File: config.mk
export PLATFORM = sky130hd
export DESIGN_NAME = multicycle_controller
export DESIGN_NICKNAME = d
export VERILOG_FILES = /design/src/rtl/multicycle_controller.sv
export SDC_FILE = /design/constraint.sdc
export NUM_CORES = 1
export LEC_CHECK = 0
export ABC_AREA = 1
export BUFFER_PORTS_ARGS = -buffer_cell sky130_fd_sc_hd__buf_2
export CAP_MARGIN = 25
export CORE_UTILIZATION = 44
export DETAILED_ROUTE_END_ITERATION = 12
export PLACE_DENSITY = 0.82
export SLEW_MARGIN = 20
export SYNTH_ARGS = -nofsm -noshare
export SYNTH_HDL_FRONTEND = slang
export SYNTH_SLANG_ARGS = --single-unit
File: constraint.sdc
create_clock -name clk -period 1.8 [get_ports clk]
set_input_delay 0.54 -clock clk [delete_from_list [all_inputs] [get_ports clk]]
set_output_delay 0.54 -clock clk [all_outputs]
set_load 0.05 [all_outputs]
File: src/rtl/multicycle_controller.sv
// multicycle_controller
//
// Main control FSM for the multicycle RV32I core. Decodes the instruction
// register fields and sequences the shared datapath (PC, unified memory,
// register file, single ALU). Each instruction takes 3 to 5 cycles.
//
// Ports:
//   clk         in   single clock, all state on rising edge
//   reset       in   synchronous, active-high
//   op          in   instr[6:0]
//   funct3      in   instr[14:12]
//   funct7b5    in   instr[30]
//   Zero        in   ALU result == 0
//   lt          in   ALU signed SrcA < SrcB
//   ltu         in   ALU unsigned SrcA < SrcB
//   PCWrite     out  load PC from Result
//   AdrSrc      out  memory address select: 0 = PC, 1 = Result
//   MemWrite    out  memory write strobe
//   IRWrite     out  load IR and OldPC
//   RegWrite    out  register file write strobe
//   ResultSrc   out  00 = ALUOut, 01 = Data, 10 = ALUResult
//   ALUSrcA     out  00 = PC, 01 = OldPC, 10 = rd1, 11 = zero
//   ALUSrcB     out  00 = rd2, 01 = ImmExt, 10 = constant 4
//   ImmSrc      out  000 = I, 001 = S, 010 = B, 011 = J, 100 = U
//   ALUControl  out  000 ADD, 001 SUB, 010 AND, 011 OR, 101 SLT, 110 SLTU
//   Illegal     out  one-cycle pulse in DECODE for an unsupported op

module multicycle_controller (
   input  logic       clk,
   input  logic       reset,
   input  logic [6:0] op,
   input  logic [2:0] funct3,
   input  logic       funct7b5,
   input  logic       Zero,
   input  logic       lt,
   input  logic       ltu,
   output logic       PCWrite,
   output logic       AdrSrc,
   output logic       MemWrite,
   output logic       IRWrite,
   output logic       RegWrite,
   output logic [1:0] ResultSrc,
   output logic [1:0] ALUSrcA,
   output logic [1:0] ALUSrcB,
   output logic [2:0] ImmSrc,
   output logic [2:0] ALUControl,
   output logic       Illegal
);

   // Opcodes
   localparam logic [6:0] OpLoad   = 7'b0000011;
   localparam logic [6:0] OpStore  = 7'b0100011;
   localparam logic [6:0] OpRType  = 7'b0110011;
   localparam logic [6:0] OpIType  = 7'b0010011;
   localparam logic [6:0] OpBranch = 7'b1100011;
   localparam logic [6:0] OpJal    = 7'b1101111;
   localparam logic [6:0] OpJalr   = 7'b1100111;
   localparam logic [6:0] OpLui    = 7'b0110111;
   localparam logic [6:0] OpAuipc  = 7'b0010111;

   // ALU operation codes
   localparam logic [2:0] AluAdd  = 3'b000;
   localparam logic [2:0] AluSub  = 3'b001;
   localparam logic [2:0] AluAnd  = 3'b010;
   localparam logic [2:0] AluOr   = 3'b011;
   localparam logic [2:0] AluSlt  = 3'b101;
   localparam logic [2:0] AluSltu = 3'b110;

   typedef enum logic [3:0] {
      StFetch    = 4'd0,
      StDecode   = 4'd1,
      StMemAdr   = 4'd2,
      StMemRead  = 4'd3,
      StMemWb    = 4'd4,
      StMemWrite = 4'd5,
      StExecR    = 4'd6,
      StExecI    = 4'd7,
      StAluWb    = 4'd8,
      StJalrAdr  = 4'd9,
      StJal      = 4'd10,
      StLui      = 4'd11,
      StAuipc    = 4'd12,
      StBranch   = 4'd13
   } state_t;

   state_t     state_q, state_d;
   state_t     out_state;
   logic [1:0] alu_op;
   logic       op_legal;
   logic       taken;

   // State register
   always_ff @(posedge clk) begin
      if (reset) begin
         state_q <= StFetch;
      end else begin
         state_q <= state_d;
      end
   end

   // Opcode legality, shared by next-state and Illegal
   always_comb begin
      unique case (op)
         OpLoad, OpStore, OpRType, OpIType, OpBranch,
         OpJal, OpJalr, OpLui, OpAuipc: op_legal = 1'b1;
         default:                       op_legal = 1'b0;
      endcase
   end

   // Next-state logic
   always_comb begin
      state_d = StFetch;
      case (state_q)
         StFetch: state_d = StDecode;
         StDecode: begin
            unique case (op)
               OpLoad, OpStore: state_d = StMemAdr;
               OpRType:         state_d = StExecR;
               OpIType:         state_d = StExecI;
               OpBranch:        state_d = StBranch;
               OpJal:           state_d = StJal;
               OpJalr:          state_d = StJalrAdr;
               OpLui:           state_d = StLui;
               OpAuipc:         state_d = StAuipc;
               default:         state_d = StFetch;
            endcase
         end
         StMemAdr:   state_d = op[5] ? StMemWrite : StMemRead;
         StMemRead:  state_d = StMemWb;
         StMemWb:    state_d = StFetch;
         StMemWrite: state_d = StFetch;
         StExecR:    state_d = StAluWb;
         StExecI:    state_d = StAluWb;
         StAluWb:    state_d = StFetch;
         StJalrAdr:  state_d = StJal;
         StJal:      state_d = StAluWb;
         StLui:      state_d = StAluWb;
         StAuipc:    state_d = StAluWb;
         StBranch:   state_d = StFetch;
         default:    state_d = StFetch;
      endcase
   end

   // Branch condition from the ALU compare flags
   always_comb begin
      case (funct3)
         3'b000:  taken = Zero;
         3'b001:  taken = ~Zero;
         3'b100:  taken = lt;
         3'b101:  taken = ~lt;
         3'b110:  taken = ltu;
         3'b111:  taken = ~ltu;
         default: taken = 1'b0;
      endcase
   end

   // Moore outputs. While reset is high the outputs show FETCH selects with
   // every write strobe masked, whatever state the register still holds.
   always_comb begin
      out_state = reset ? StFetch : state_q;

      PCWrite   = 1'b0;
      AdrSrc    = 1'b0;
      MemWrite  = 1'b0;
      IRWrite   = 1'b0;
      RegWrite  = 1'b0;
      ResultSrc = 2'b00;
      ALUSrcA   = 2'b00;
      ALUSrcB   = 2'b00;
      alu_op    = 2'b00;
      Illegal   = 1'b0;

      case (out_state)
         StFetch: begin
            IRWrite   = 1'b1;
            ALUSrcB   = 2'b10;
            ResultSrc = 2'b10;
            PCWrite   = 1'b1;
         end
         StDecode: begin
            ALUSrcA = 2'b01;
            ALUSrcB = 2'b01;
            Illegal = ~op_legal;
         end
         StMemAdr, StJalrAdr: begin
            ALUSrcA = 2'b10;
            ALUSrcB = 2'b01;
         end
         StMemRead: begin
            AdrSrc = 1'b1;
         end
         StMemWb: begin
            ResultSrc = 2'b01;
            RegWrite  = 1'b1;
         end
         StMemWrite: begin
            AdrSrc   = 1'b1;
            MemWrite = 1'b1;
         end
         StExecR: begin
            ALUSrcA = 2'b10;
            alu_op  = 2'b10;
         end
         StExecI: begin
            ALUSrcA = 2'b10;
            ALUSrcB = 2'b01;
            alu_op  = 2'b10;
         end
         StAluWb: begin
            RegWrite = 1'b1;
         end
         StJal: begin
            ALUSrcA = 2'b01;
            ALUSrcB = 2'b10;
            PCWrite = 1'b1;
         end
         StLui: begin
            ALUSrcA = 2'b11;
            ALUSrcB = 2'b01;
         end
         StAuipc: begin
            ALUSrcA = 2'b01;
            ALUSrcB = 2'b01;
         end
         StBranch: begin
            ALUSrcA = 2'b10;
            alu_op  = 2'b01;
            PCWrite = taken;
         end
         default: ;
      endcase

      if (reset) begin
         PCWrite  = 1'b0;
         IRWrite  = 1'b0;
         MemWrite = 1'b0;
         RegWrite = 1'b0;
      end
   end

   // ALU operation decode. SUB needs op[5] so that I-type with instr[30]
   // set (part of the immediate) still adds.
   always_comb begin
      ALUControl = AluAdd;
      case (alu_op)
         2'b00: ALUControl = AluAdd;
         2'b01: ALUControl = AluSub;
         default: begin
            case (funct3)
               3'b000:  ALUControl = (op[5] & funct7b5) ? AluSub : AluAdd;
               3'b010:  ALUControl = AluSlt;
               3'b011:  ALUControl = AluSltu;
               3'b110:  ALUControl = AluOr;
               3'b111:  ALUControl = AluAnd;
               default: ALUControl = AluAdd;
            endcase
         end
      endcase
   end

   // Immediate format from the opcode alone
   always_comb begin
      case (op)
         OpStore:         ImmSrc = 3'b001;
         OpBranch:        ImmSrc = 3'b010;
         OpJal:           ImmSrc = 3'b011;
         OpLui, OpAuipc:  ImmSrc = 3'b100;
         default:         ImmSrc = 3'b000;
      endcase
   end

endmodule

==> impl_metrics.env, run 1 <==
export IMPL_outcome="aborted with a tool error"
export IMPL_failing_step="4_1_cts"
export IMPL_error="[ERROR DPL-0038] Utilization greater than 100%, impossible to legalize"
export IMPL_die_y_um=40.6
export IMPL_synth_top_family_by_area="simple AND/OR/NAND/NOR gates"
export IMPL_post_cts_resize_count=66
export IMPL_syn_avg_cell_area_um2=5.26
export IMPL_clockBufferDepth=2
export IMPL_place_area_um2=1190
export IMPL_ctsHoldBuffers=0
export IMPL_dp_slack_ns=-0.262
export IMPL_clock_sinks=4
export IMPL_yosys_top_cells_area="nand2_1 21%, dfxtp_1 12%, nand3_1 9.9%, inv_1 8.6%, nor2_1 8.6%"
export IMPL_cts_made_buffers=3
export IMPL_ys_warn_count=0
export IMPL_synth_simple_area_share=0.621
export IMPL_start_util=0.487
export IMPL_synthAdderAreaFrac=0
export IMPL_synthXorXnorAreaFrac=0
export IMPL_rows=13
export IMPL_hpwl_um=1980
export IMPL_ys_types=24
export IMPL_h_tree_depth=1
export IMPL_ioPinCount=34
export IMPL_place_congestion=0.887
export IMPL_die_width_um=40.6
export IMPL_synthCells=125
export IMPL_synth_compound_area_frac=0.130
export IMPL_synth_top_area_frac=0.211
export IMPL_synthesis_area_um2=657
export IMPL_cts_root_buf="clkbuf_4"
export IMPL_synth_seq_cells=4
export IMPL_synth_area_leader_cell="nand2_1"
export IMPL_synth_mux_area_frac=0
export IMPL_ys_seq_area_frac=0.122
export IMPL_numPortBuffers=33
export IMPL_post_cts_buffers=7
export IMPL_synth_nets=141
synthesized netlist by cell type:
| cell | instances |
|---|---|
| o211ai_1 | 2 |
| o21ai_0 | 1 |
| nand4_1 | 5 |
| nor3_1 | 3 |
| inv_1 | 15 |
| nand3_1 | 13 |
| nand2_4 | 1 |
| buf_2 | 1 |
| o22ai_1 | 1 |
| nor2_2 | 4 |
| o21ai_1 | 1 |
| nor2_4 | 2 |
| nand2_1 | 37 |
| nor3b_2 | 1 |
| inv_2 | 6 |
| o21ai_2 | 1 |
| nand2_2 | 2 |
| a21oi_2 | 1 |
| a31oi_1 | 1 |
| nor3_2 | 1 |
| nand3b_1 | 1 |
| dfxtp_1 | 4 |
| a21oi_1 | 6 |
| nor2_1 | 15 |
cell families after synthesis:
| group | Yosys count |
|---|---|
| flip-flops | 4 |
| buffers and inverters | 22 |
| AO/OA/AOI/OAI | 14 |
| AND/OR/NAND/NOR | 85 |
stage by stage:
stage	hold slack, ns	cells	TNS [ns]
floorplan	0.533	125	-2.07
global placement	0.664	201	-2.48
detailed placement	0.680	201	-2.80
==> inputs of run 2 (changes only) <==
Settings changed: CORE_AREA set to 2 2 63 65, CORE_UTILIZATION 44 to not set, DIE_AREA set to 0 0 65 67, PLACE_DENSITY 0.82 to not set, PLACE_DENSITY_LB_ADDON set to 0.15.
==> impl_metrics.env, run 2 <==
export IMPL_die_y_um=67
export IMPL_placed_cells=240
export IMPL_grt_total_usage=0.123
export IMPL_ys_warn_count=0
export IMPL_final_util=0.499
export IMPL_largest_register_ffs=4
export IMPL_required_ns=1.26
export IMPL_postSynth_asyncResetShare=0
export IMPL_ctsHoldBuffers=0
export IMPL_violations="negative setup slack"
export IMPL_vias=1121
export IMPL_largest_register="state_q"
export IMPL_stdcell_count=255
export IMPL_cts_made_buffers=3
export IMPL_critPathKind="flop to output pin"
export IMPL_synth_top_area_frac=0.211
export IMPL_detail_route_antenna_nets=0
export IMPL_power_uw=585
export IMPL_die_area_um2=4360
export IMPL_tritoncts="yes"
export IMPL_top_regs="state_q x4"
export IMPL_area_growth_pct=174
export IMPL_drive_above_1_share=0.720
export IMPL_synth_nets=141
export IMPL_hold_class="flop to flop"
export IMPL_drc=0
export IMPL_final_setup_skew_ns=0.000530
export IMPL_grt_pass1_vias=1051
export IMPL_antenna_found_initial=0
export IMPL_ys_top_cells_by_count="37 x nand2_1, 15 x inv_1, 15 x nor2_1, 13 x nand3_1"
export IMPL_place_congestion=0.853
export IMPL_multi_input_area_um2=759
export IMPL_wire_per_inst_um=10.5
export IMPL_clkTransAtPathRegs_ns=0.03
export IMPL_powerDensity_nw_per_um2=325
export IMPL_yosysMostFrequentCell="nand2_1"
export IMPL_final_common_cell="buf_4"
export IMPL_finalCritPeriodShare=1.07
export IMPL_final_hold_viol_count=0
export IMPL_n_antenna_cell=0
export IMPL_final_cell_mix="39 x buf_4, 25 x nand2_1, 24 x buf_6"
export IMPL_cp_end_kind="output pin"
export IMPL_clockBufferDepth=2
export IMPL_ir_drop_mv=0.270
export IMPL_rows=22
export IMPL_synth_seq_cells=4
export IMPL_outcome="complete, but fails checks"
export IMPL_dr_pass1_iters=4
export IMPL_fill_cells=353
export IMPL_start_util=0.182
export IMPL_cts_root_buf="clkbuf_8"
export IMPL_grt_pass1_wl_um=4220
export IMPL_tightest_slew_ns=0.219
export IMPL_clock_sinks=4
export IMPL_nets=225
export IMPL_die_width_um=65
export IMPL_synth_area_leader_cell="nand2_1"
export IMPL_period_minus_slack_ns=1.92
export IMPL_worstPathMaxFanout=5
export IMPL_cap_violations=0
export IMPL_p_leak_uw=0.000875
export IMPL_slew_violations=0
export IMPL_finalSetupViolCount=13
export IMPL_h_tree_depth=1
export IMPL_synth_edff_count=0
export IMPL_hpwl_um=2050
export IMPL_ys_seq_area_frac=0.122
export IMPL_slew_headroom=0.853
export IMPL_critPathLaunchType="flop"
export IMPL_wl_um=2670
export IMPL_numPortBuffers=33
export IMPL_ys_types=24
export IMPL_synthesis_area_um2=657
export IMPL_seqCellArea_um2=92.6
export IMPL_ioPinCount=34
export IMPL_worst_slack_ns=-0.118
export IMPL_rsz0062_at_grt="yes"
export IMPL_viasPerCell=4.40
export IMPL_crit_arrival_ns=1.38
export IMPL_syn_avg_cell_area_um2=5.26
export IMPL_overflow=0
export IMPL_fin_tns_setup_ns=-0.697
export IMPL_clock_latency_ns=0.22
export IMPL_synthFlopType="dfxtp_1"
export IMPL_yosys_top_cells_area="nand2_1 21%, dfxtp_1 12%, nand3_1 9.9%, inv_1 8.6%, nor2_1 8.6%"
export IMPL_core_um2=3610
export IMPL_drt_iter0_markers=8
export IMPL_fmax_mhz=521
export IMPL_synthCells=125
export IMPL_grt_max_degree=7
run 2: worst max-delay path, cell delays in order, from the launching register on:
cell and delay [ns]:
dfxtp_4 0.36, nor2_4 0.14, inv_4 0.07, nor2_4 0.14, nand4_1 0.15, nor2_4 0.15, buf_8 0.15
run 2: cells by family (layout without fill, tap and decap cells):
family                 Yosys count  count (layout)  share of synthesized area
AND/OR/NAND/NOR                 85              85                      0.621
buffers and inverters           22             104                      0.128
AO/OA/AOI/OAI                   14              14                      0.130
flip-flops                       4               4                      0.122
run 2: worst paths after layout:
kind	startpoint	end	slack, ns	cells past startpoint
setup reg to reg	state_q[0]	state_q[0]	0.48	7
hold reg to reg	state_q[1]	state_q[3]	0.68	5
setup / recovery	state_q[2]	Illegal	-0.12	6
hold / removal	state_q[1]	state_q[3]	0.68	5
run 2: repair_timing:
item | 4_1_cts | 5_1_grt
endpoints found under the setup margin | 18 | 18
hold endpoints to repair | 0 | 0
setup buffers | 4 | 9
pin swaps | 18 | 16
resized for setup | 80 | 36
cloned | 0 | 0
run 2: where the power goes:
part	switching [uW]	leakage [uW]	internal [uW]
Sequential	2.41	0.0000352	88.4
Combinational	164	0.000819	141
Clock	46.5	0.0000216	142
Total	213	0.000875	372
run 2: routing by layer:
metal / part of all wire / track usage
met5: 0 / 0
met4: 0.015 / 0.0426
met1: 0.39 / 0.135
met3: 0.037 / 0.0253
met2: 0.56 / 0.232
run 2: through the flow:
step / worst slack [ns] / hold slack, ns / cell area, um^2
4_1_cts: -0.137 / 0.692 / 1620
2_1_floorplan: -0.363 / 0.533 / 810
5_1_grt: -0.206 / 0.709 / 1800
6_report: -0.118 / 0.677 / 1800
3_5_place_dp: -0.286 / 0.671 / 1280
3_3_place_gp: -0.272 / 0.676 / 1280
run 2: layout make-up:
type | count | share of cell area
clock buffer | 3 | 0.0229
multi-input combinational | 99 | 0.422
inverter | 21 | 0.0626
sequential | 4 | 0.0515
timing repair buffer | 80 | 0.408
tap | 48 | 0.0334
No activity file was read; power rests on OpenSTA's default activity.
